===== src/rtl/coo_edge_loader.sv =====
// coo_edge_loader: buffers one graph's COO edge list, pulses start to the GCN core,
// then serves its column lookups until the core reports done.
module coo_edge_loader #(
  parameter int COO_NUM_OF_COLS = 6,
  parameter int NUM_OF_NODES    = 6,
  parameter int COO_BW          = $clog2(COO_NUM_OF_COLS),
  parameter int CNT_BW          = $clog2(COO_NUM_OF_COLS + 1)
) (
  input  logic              clk,
  input  logic              reset,
  input  logic              load_valid,
  output logic              load_ready,
  input  logic [COO_BW-1:0] load_src,
  input  logic [COO_BW-1:0] load_dst,
  input  logic              load_last,
  input  logic [COO_BW-1:0] coo_address,
  output logic [COO_BW-1:0] coo_in [0:1],
  output logic              start,
  input  logic              gcn_done,
  output logic              busy,
  output logic [CNT_BW-1:0] edge_count,
  output logic              range_err,
  output logic              short_frame
);
  localparam logic [CNT_BW-1:0] COLS  = CNT_BW'(COO_NUM_OF_COLS);
  localparam logic [COO_BW:0]   NODES = (COO_BW + 1)'(NUM_OF_NODES);
  typedef enum logic [1:0] {LOAD, START, RUN} state_t;
  state_t            state_q;
  logic [COO_BW-1:0] src_q [COO_NUM_OF_COLS];
  logic [COO_BW-1:0] dst_q [COO_NUM_OF_COLS];
  logic [CNT_BW-1:0] edge_count_q, edge_count_d;
  logic              load_ready_q, start_q, busy_q, range_err_q, short_frame_q;
  logic              accept, in_range, frame_end;
  assign accept       = load_valid && load_ready_q && state_q == LOAD;
  assign in_range     = ({1'b0, load_src} < NODES) && ({1'b0, load_dst} < NODES);
  assign edge_count_d = edge_count_q + CNT_BW'(in_range);
  // An out-of-range last edge still closes the frame.
  assign frame_end    = load_last || edge_count_d == COLS;
  always_ff @(posedge clk) begin
    if (!reset) begin
      state_q       <= LOAD;
      edge_count_q  <= '0;
      load_ready_q  <= 1'b0;
      start_q       <= 1'b0;
      busy_q        <= 1'b0;
      range_err_q   <= 1'b0;
      short_frame_q <= 1'b0;
      for (int i = 0; i < COO_NUM_OF_COLS; i++) begin
        src_q[i] <= '0;
        dst_q[i] <= '0;
      end
    end else begin
      case (state_q)
        LOAD: begin
          load_ready_q <= !(accept && frame_end);
          if (accept) begin
            if (in_range) begin
              edge_count_q <= edge_count_d;
              for (int i = 0; i < COO_NUM_OF_COLS; i++)
                if (edge_count_q == CNT_BW'(i)) begin
                  src_q[i] <= load_src;
                  dst_q[i] <= load_dst;
                end
            end else begin
              range_err_q <= 1'b1;
            end
            if (load_last && edge_count_d != COLS) short_frame_q <= 1'b1;
            if (frame_end) begin
              state_q <= START;
              start_q <= 1'b1;
              busy_q  <= 1'b1;
            end
          end
        end
        START: begin
          state_q <= RUN;
          start_q <= 1'b0;
        end
        RUN: begin
          if (gcn_done) begin
            state_q      <= LOAD;
            edge_count_q <= '0;
            load_ready_q <= 1'b1;
            busy_q       <= 1'b0;
            for (int i = 0; i < COO_NUM_OF_COLS; i++) begin
              src_q[i] <= '0;
              dst_q[i] <= '0;
            end
          end
        end
        default: state_q <= LOAD;
      endcase
    end
  end
  // Addresses past the table read as an empty column.
  always_comb begin
    coo_in[0] = '0;
    coo_in[1] = '0;
    for (int i = 0; i < COO_NUM_OF_COLS; i++)
      if (coo_address == COO_BW'(i)) begin
        coo_in[0] = src_q[i];
        coo_in[1] = dst_q[i];
      end
  end
  assign load_ready  = load_ready_q;
  assign start       = start_q;
  assign busy        = busy_q;
  assign edge_count  = edge_count_q;
  assign range_err   = range_err_q;
  assign short_frame = short_frame_q;
endmodule

===== config.mk =====
export PLATFORM = sky130hd
export DESIGN_NAME = coo_edge_loader
export DESIGN_NICKNAME = d
export VERILOG_FILES = /design/src/rtl/coo_edge_loader.sv
export SDC_FILE = /design/constraint.sdc
export NUM_CORES = 1
export LEC_CHECK = 0
export ABC_AREA = 1
export CORE_MARGIN = 3
export CORE_UTILIZATION = 54
export DETAILED_ROUTE_END_ITERATION = 7
export GPL_TIMING_DRIVEN = 0
export PLACE_DENSITY = 0.87
export SLEW_MARGIN = 10
export SYNTH_ARGS = -nofsm -noshare
export SYNTH_HDL_FRONTEND = slang
export SYNTH_SLANG_ARGS = --single-unit

===== constraint.sdc =====
create_clock -name clk -period 2.41 [get_ports clk]
set_clock_uncertainty 0.05 [all_clocks]
set_input_delay 0.241 -clock clk [delete_from_list [all_inputs] [get_ports clk]]
set_output_delay 0.241 -clock clk [all_outputs]
set_load 0.01 [all_outputs]

==> results of run 1 <==
==> critical path: stages <==
cell and delay, ns:
sky130_fd_sc_hd__clkdlybuf4s50_1 0.46, sky130_fd_sc_hd__clkbuf_4 0.24, sky130_fd_sc_hd__nor2_4 0.19, sky130_fd_sc_hd__nand3_1 0.08, sky130_fd_sc_hd__and3_1 0.20, sky130_fd_sc_hd__nand4_1 0.08, sky130_fd_sc_hd__clkdlybuf4s50_1 0.55
==> worst min path at each step <==
stage / from / end / slack, ns / cells past startpoint
3_5_place_dp: range_err$_SDFFE_PN0P_ / range_err$_SDFFE_PN0P_ / 0.41 / 2
3_3_place_gp: busy$_SDFFE_PN0P_ / busy$_SDFFE_PN0P_ / 0.40 / 2
5_1_grt: reset / load_ready$_SDFFE_PN0P_ / 0.24 / 3
4_1_cts: reset / edge_count[0]$_SDFFE_PN0P_ / 0.21 / 3
6_report: reset / edge_count[0]$_SDFFE_PN0P_ / 0.22 / 3
2_1_floorplan: load_last / short_frame$_SDFFE_PN0P_ / 0.36 / 2
==> placed cells by master, fill, tap and decap left out, types with 2 or more instances in the layout <==
cell,count
sky130_fd_sc_hd__a21oi_1,6
sky130_fd_sc_hd__a31oi_1,2
sky130_fd_sc_hd__and3_1,6
sky130_fd_sc_hd__clkbuf_4,2
sky130_fd_sc_hd__clkbuf_8,5
sky130_fd_sc_hd__clkdlybuf4s50_1,24
sky130_fd_sc_hd__dfxtp_1,10
sky130_fd_sc_hd__edfxtp_1,36
sky130_fd_sc_hd__ha_1,2
sky130_fd_sc_hd__inv_1,16
sky130_fd_sc_hd__inv_2,4
sky130_fd_sc_hd__nand2_1,54
sky130_fd_sc_hd__nand3_1,11
sky130_fd_sc_hd__nand4_1,14
sky130_fd_sc_hd__nand4_2,2
sky130_fd_sc_hd__nor2_1,50
sky130_fd_sc_hd__nor2_2,2
sky130_fd_sc_hd__nor2_4,2
sky130_fd_sc_hd__nor3_1,2
sky130_fd_sc_hd__nor3_4,4
sky130_fd_sc_hd__o21ai_0,4
==> power by group <==
part | leakage, nW | internal, mW | switching, mW
registers | 0.455 | 0.893 | 0.0257
logic | 0.545 | 0.0877 | 0.121
clock network | 0.0514 | 0.309 | 0.247
==> cell usage after synthesis (all sizes together) <==
library cell	instances
nand2	54
nor2	54
edfxtp	36
inv	20
nand4	16
nand3	12
dfxtp	10
a21oi	6
and3	6
nor3	6
o21ai	5
a31oi	2
buf	2
ha	2
clkbuf	1
clkinv	1
==> stage by stage <==
| stage | std cells | TNS [ns] | setup slack (ns) | power, mW |
|---|---|---|---|---|
| finish | 316 | 0 | 0.08598 | 1.684 |
| global route | 316 | 0 | 0.0005815 | 1.756 |
| CTS | 315 | 0 | 0.02240 | 1.688 |
| detailed placement | 307 | -0.9990 | -0.1383 | 1.132 |
| global placement | 307 | -0.4466 | -0.07028 | 1.126 |
| floorplan | 233 | 0 | 0.6431 | 1.038 |
==> per-layer routing <==
| metal | part of all wire, % | routed length (um) | global-route usage (%) | up-vias |
|---|---|---|---|---|
| li1 | - | - | - | 861 |
| met5 | 0 | 0 | 0 | - |
| met2 | 49 | 2242 | 34.52 | 58 |
| met1 | 45 | 2088 | 28.95 | 745 |
| met3 | 5.0 | 229 | 4.862 | 4 |
| met4 | 0.72 | 33 | 4.380 | 0 |
==> what timing repair did <==
item,4_1_cts,5_1_grt
pin swaps,1,0
gates resized for setup,9,9
buffers inserted,0,1
endpoints found under the setup margin,6,8
==> cell type report <==
type	count	area (um^2)	area share, %
clock buffers	6	72.57	2.758
inverters	21	78.83	2.996
well taps	48	60.06	2.282
plain buffers	3	20.02	0.7608
flip-flops and latches	46	1281	48.69
repair buffers	27	269.0	10.22
multi-input cells	163	812.0	30.86
clock inverters	2	37.54	1.427
==> flip-flops by register name (all words and copies together), names as in the netlist <==
register,count
dst_q,18
src_q,18
edge_count,3
state_q,2
busy,1
load_ready,1
range_err,1
short_frame,1
start,1
==> cell families (layout without fill, tap and decap cells) <==
family | count (synthesis) | after routing | synth area share, %
AO/OA/AOI/OAI | 13 | 13 | 3.160
adder cells (fa/ha/maj) | 2 | 2 | 1.170
buffers and inverters | 24 | 59 | 4.330
flip-flops | 46 | 46 | 59.92
AND/OR/NAND/NOR | 148 | 148 | 31.42
==> results.tsv, run 1 <==
stage	metric	value	unit
run_status	status	finished, final reports clean	
die	design.die.area	4751	um^2
clock_network	insertion_delay_to_the_later_sink_of_the_worst_skew_pair	0.29	ns
timing	final.hold.worst_slack	0.2180	ns
synthesis	synthesis.instances	233	
cells_and_area	final_area	2631	um^2
worst_setup_path	regToRegEndpoint	dst_q[2][0]$_SDFFCE_PN0P_	
pwr	vdd_drop_max	0.0005723	V
synthesis	synth_area_leader_cell	sky130_fd_sc_hd__edfxtp_1	
pwr	static-leakage-power	1.052	nW
worst_setup_path	crit_path_end	coo_in[1]	
timing	slew_viol_final	0	
drt	detail_route.vias_per_cell	5.278	
job	drv.max_cap_violation_count	0	
synthesis	synth.cell_area	2138	um^2
drt	antenna_viol_nets_final	0	
cells_and_area	layout-drive-gt1-share	10.07	%
worst_setup_path	r2r.worst_path.cells	5	
synthesis	yosys_warnings	0	
cells_and_area	area.growth.synth_to_final	23.05	%
clock_network	ctsRootBufferMaster	sky130_fd_sc_hd__clkbuf_8	
die	initial_utilization	57.12	%
place	gp_congestion	0.8291	
synthesis	synth_cell_type_count	23	
grt	grt_util_all_layers	21.13	%
worst_setup_path	critPathKind	in -> out	
drt	drt_pass1_iterations	4	
worst_setup_path	cp.arrival	2.03	ns
timing	report.final.setup_viol	0	
clock_network	number_of_cts_inserted_buffers	5	
die	coreArea	3744	um^2
place	dpl.hpwl	3346	um
grt	globalRouteOverflowTotal	0	
worst_setup_path	worst-path-max-fanout	10	
synthesis	ys_ff_latch	46	
timing	layout_worst_path_cycle_share	96.43	%
grt	antenna_found_initial	0	
clock_network	clock_tree.htree_level_count	2	
place	placement.io_buffers	26	
synthesis	synth.net_count	249	
place	placed_area	2459	um^2
worst_setup_path	setup.reg_to_reg.worst_slack	0.60	ns
drt	detail_route.iter0.violations	58	
cells_and_area	design.final.nets	283	
clock_network	clock_sinks	46	
pwr	power_density	639.8	nW/um^2
timing	timing_worst_slew_pin_value	0.3575	ns
grt	maximum_number_of_pins_on_one_net_before_global_route_repair	15	
worst_setup_path	worst_setup_path_startpoint	coo_address[1]	
worst_setup_path	timing.critical_path.to_type	output port	
synthesis	synth-seq-area-share	59.92	%
clock_network	clock_tree.buffer_depth	2	
timing	max_freq	430.3	MHz
cells_and_area	num_antenna_cells	0	
timing	slew-limit-headroom	75.98	%
timing	hold_viol_final	0	
die	rows	22	
synthesis	ys_top_cells_by_area	sky130_fd_sc_hd__edfxtp_1, sky130_fd_sc_hd__nand2_1, sky130_fd_sc_hd__dfxtp_1, sky130_fd_sc_hd__nor2_1, sky130_fd_sc_hd__nand4_1	
drt	routed_wire_length	4593	um
die	die_h	68.93	um
cells_and_area	n_fill_cell	286	
drt	vias	1668	
die	die_width	68.93	um
timing	period_needed	2.324	ns
worst_setup_path	start_kind	input pin	
timing	rsz_0062_raised_after_global_routing	no	
synthesis	post_synth.cell_area_avg	9.177	um^2
cells_and_area	layout.core_utilization	70.29	%
synthesis	netlist.area_leader.share	50.56	%
grt	grt_pass1_vias	1516	
drt	wire_per_inst	14.53	um
drt	drt_drc_violations_left	0	
worst_setup_path	rr_startpoint	state_q[0]$_SDFFE_PN0P_	
worst_setup_path	cp_data_required_time	2.12	ns
die	ioPinCount	28	
hold_path	holdCritPathClass	in -> reg	
clock_network	tritoncts_clock_tree	yes	
clock_network	post_cts_hold_buffer_count	0	
clock_network	worst_setup_hold_path_clk_slew	0.08	ns
grt	grt_pass1_wl	7210	um
No activity file was read; power rests on OpenSTA's default activity.
==> run 2, diff against run 1 <==
--- a/config.mk
+++ b/config.mk
@@ -6,6 +6,7 @@
 export NUM_CORES = 1
 export LEC_CHECK = 0
 export ABC_AREA = 1
+export CORE_ASPECT_RATIO = 0.6
 export CORE_MARGIN = 3
 export CORE_UTILIZATION = 54
 export DETAILED_ROUTE_END_ITERATION = 7
==> results.tsv, run 2 (synthesis results as in run 1) <==
stage	metric	value	unit
grt	grt_pass1_vias	1643	
drt	wire_per_inst	14.59	um
worst_setup_path	rr_startpoint	edge_count[0]$_SDFFE_PN0P_	
worst_setup_path	worst_setup_path_startpoint	coo_address[1]	
timing	hold_viol_final	0	
die	rows	17	
clock_network	number_of_cts_inserted_buffers	5	
grt	grt_pass1_wl	7348	um
place	placed_area	2457	um^2
pwr	switching_share	25.39	%
clock_network	clock_sinks	46	
clock_network	clock_tree.buffer_depth	2	
worst_setup_path	cp_data_required_time	2.12	ns
worst_setup_path	r2r.worst_path.cells	4	
grt	globalRouteOverflowTotal	0	
clock_network	clock_tree.htree_level_count	2	
pwr	net-switching-power	0.4037	mW
drt	detail_route.vias_per_cell	5.388	
timing	report.final.setup_viol	0	
pwr	vdd_drop_max	0.0003308	V
drt	routed_wire_length	4626	um
drt	topRoutingLayerUsed	met4	
timing	layout_worst_path_cycle_share	97.03	%
clock_network	worst_setup_hold_path_clk_slew	0.08	ns
place	gp_congestion	0.8205	
pwr	static-leakage-power	1.054	nW
hold_path	holdCritPathClass	in -> reg	
die	design.die.area	4776	um^2
clock_network	ctsRootBufferMaster	sky130_fd_sc_hd__clkbuf_8	
worst_setup_path	delay_contributed_by_the_slowest_stage_of_the_critical_path	0.54	ns
die	initial_utilization	57.12	%
run_status	status	finished, final reports clean	
timing	period_needed	2.338	ns
job	drv.max_cap_violation_count	0	
cells_and_area	layout.cells.most_common	sky130_fd_sc_hd__nand2_1	
worst_setup_path	critPathKind	in -> out	
drt	detail_route.iter0.violations	117	
cells_and_area	n_fill_cell	274	
cells_and_area	num_antenna_cells	0	
cells_and_area	design.final.nets	285	
drt	met1_routed_wirelength_after_detailed_routing	2175	um
cells_and_area	layout.core_utilization	70.12	%
pwr	power_density	605.6	nW/um^2
cells_and_area	final_area	2625	um^2
drt	met2_wirelength	2126	um
cells_and_area	area.growth.synth_to_final	22.76	%
timing	timing_worst_slew_pin_value	0.3218	ns
hold_path	holdCritStartpoint	reset	
cells_and_area	layout_common_cells	sky130_fd_sc_hd__nand2_1, sky130_fd_sc_hd__nor2_1, sky130_fd_sc_hd__edfxtp_1, sky130_fd_sc_hd__clkdlybuf4s50_1, sky130_fd_sc_hd__inv_1	
timing	final.hold.worst_slack	0.2164	ns
pwr	pwr-share-seq	57.6	%
die	die_width	87.24	um
timing	max_freq	427.7	MHz
drt	drt_drc_violations_left	0	
grt	antenna_found_initial	0	
worst_setup_path	timing.critical_path.to_type	output port	
pwr	p_comb_share	13.6	%
die	die_h	54.75	um
clock_network	tritoncts_clock_tree	yes	
clock_network	post_cts_hold_buffer_count	0	
timing	slew-limit-headroom	78.38	%
worst_setup_path	worst-path-max-fanout	10	
place	placement.io_buffers	26	
drt	antenna_viol_nets_final	0	
grt	maximum_number_of_pins_on_one_net_before_global_route_repair	16	
die	ioPinCount	28	
cells_and_area	layout-drive-gt1-share	11.11	%
grt	grt_util_all_layers	20.90	%
place	dpl.hpwl	3497	um
drt	vias	1708	
pwr	clkPwrFrac	28.8	%
worst_setup_path	crit_path_cell_trace	clkdlybuf4s50_1, buf_4, nand2_1, nor2_4, nand2_1, nand4_1, clkdlybuf4s50_1	
timing	fin_tns_setup	0	ns
drt	route.met3.wl	278	um
hold_path	min_delay_path_depth	3	
clock_network	insertion_delay_to_the_later_sink_of_the_worst_skew_pair	0.30	ns
drt	drt_pass1_iterations	4	
timing	slew_viol_final	0	
die	coreArea	3744	um^2
pwr	internal_power	1.186	mW
worst_setup_path	cp.arrival	2.05	ns
worst_setup_path	start_kind	input pin	
worst_setup_path	crit_slowest_cell	sky130_fd_sc_hd__clkdlybuf4s50_1	
## run 2: changes by cell type in the layout (fill, tap and decap cells not counted)
cell and change:
sky130_fd_sc_hd__buf_4 +3, sky130_fd_sc_hd__bufinv_16 -1, sky130_fd_sc_hd__clkbuf_1 -1, sky130_fd_sc_hd__clkbuf_4 -1, sky130_fd_sc_hd__clkinv_2 +1, sky130_fd_sc_hd__clkinv_4 +1
## run 2: timing repair
item,CTS,global route
buffers inserted,0,3
endpoints found under the hold margin,0,0
setup endpoints to repair,6,9
gates resized for setup,12,6
pin swaps,1,1
## run 2: final cells by class
class | instances | area, um^2 | area share [%]
Buffer | 3 | 20.02 | 0.7626
Clock buffer | 5 | 68.82 | 2.622
Clock inverter | 3 | 21.27 | 0.8103
Inverter | 21 | 78.83 | 3.003
Multi-Input combinational cell | 163 | 812.0 | 30.93
Sequential cell | 46 | 1281 | 48.81
Tap cell | 47 | 58.81 | 2.240
Timing Repair Buffer | 29 | 284.0 | 10.82
## run 2: path summary, 6_finish.rpt
kind	endpoint	slack [ns]
max	coo_in[5]	0.07
min	edge_count[2]$_SDFFE_PN0P_	0.22
max reg2reg	dst_q[1][1]$_SDFFCE_PN0P_	0.59
min reg2reg	busy$_SDFFE_PN0P_	0.42
## run 2: power groups by stage
| stage | combinational (mW) | sequential (mW) | clock [mW] |
|---|---|---|---|
| finish | 0.216 | 0.916 | 0.458 |
| global route | 0.238 | 0.920 | 0.497 |
| CTS | 0.207 | 0.916 | 0.469 |
| detailed placement | 0.200 | 0.933 | 0 |
| global placement | 0.194 | 0.932 | 0 |
| floorplan | 0.106 | 0.932 | 0 |
## run 2: metrics by stage
step                total power [mW]  cells  setup slack, ns
floorplan                      1.038    233           0.6431
global placement               1.126    306          -0.2023
detailed placement             1.133    306          -0.2419
CTS                            1.591    314         0.006202
global route                   1.656    317         -0.01303
finish                         1.590    317          0.07166
## run 2: per-layer routing
metal	global-route usage (%)	vias up
met5	0	-
met2	33.13	44
met1	28.19	796
met4	7.908	0
met3	5.113	7
li1	-	861
## run 2: worst max-delay path: cells and delay by family
family	cells	cell delay [ns]
buf+inv	3	1.30
simple gates	4	0.49
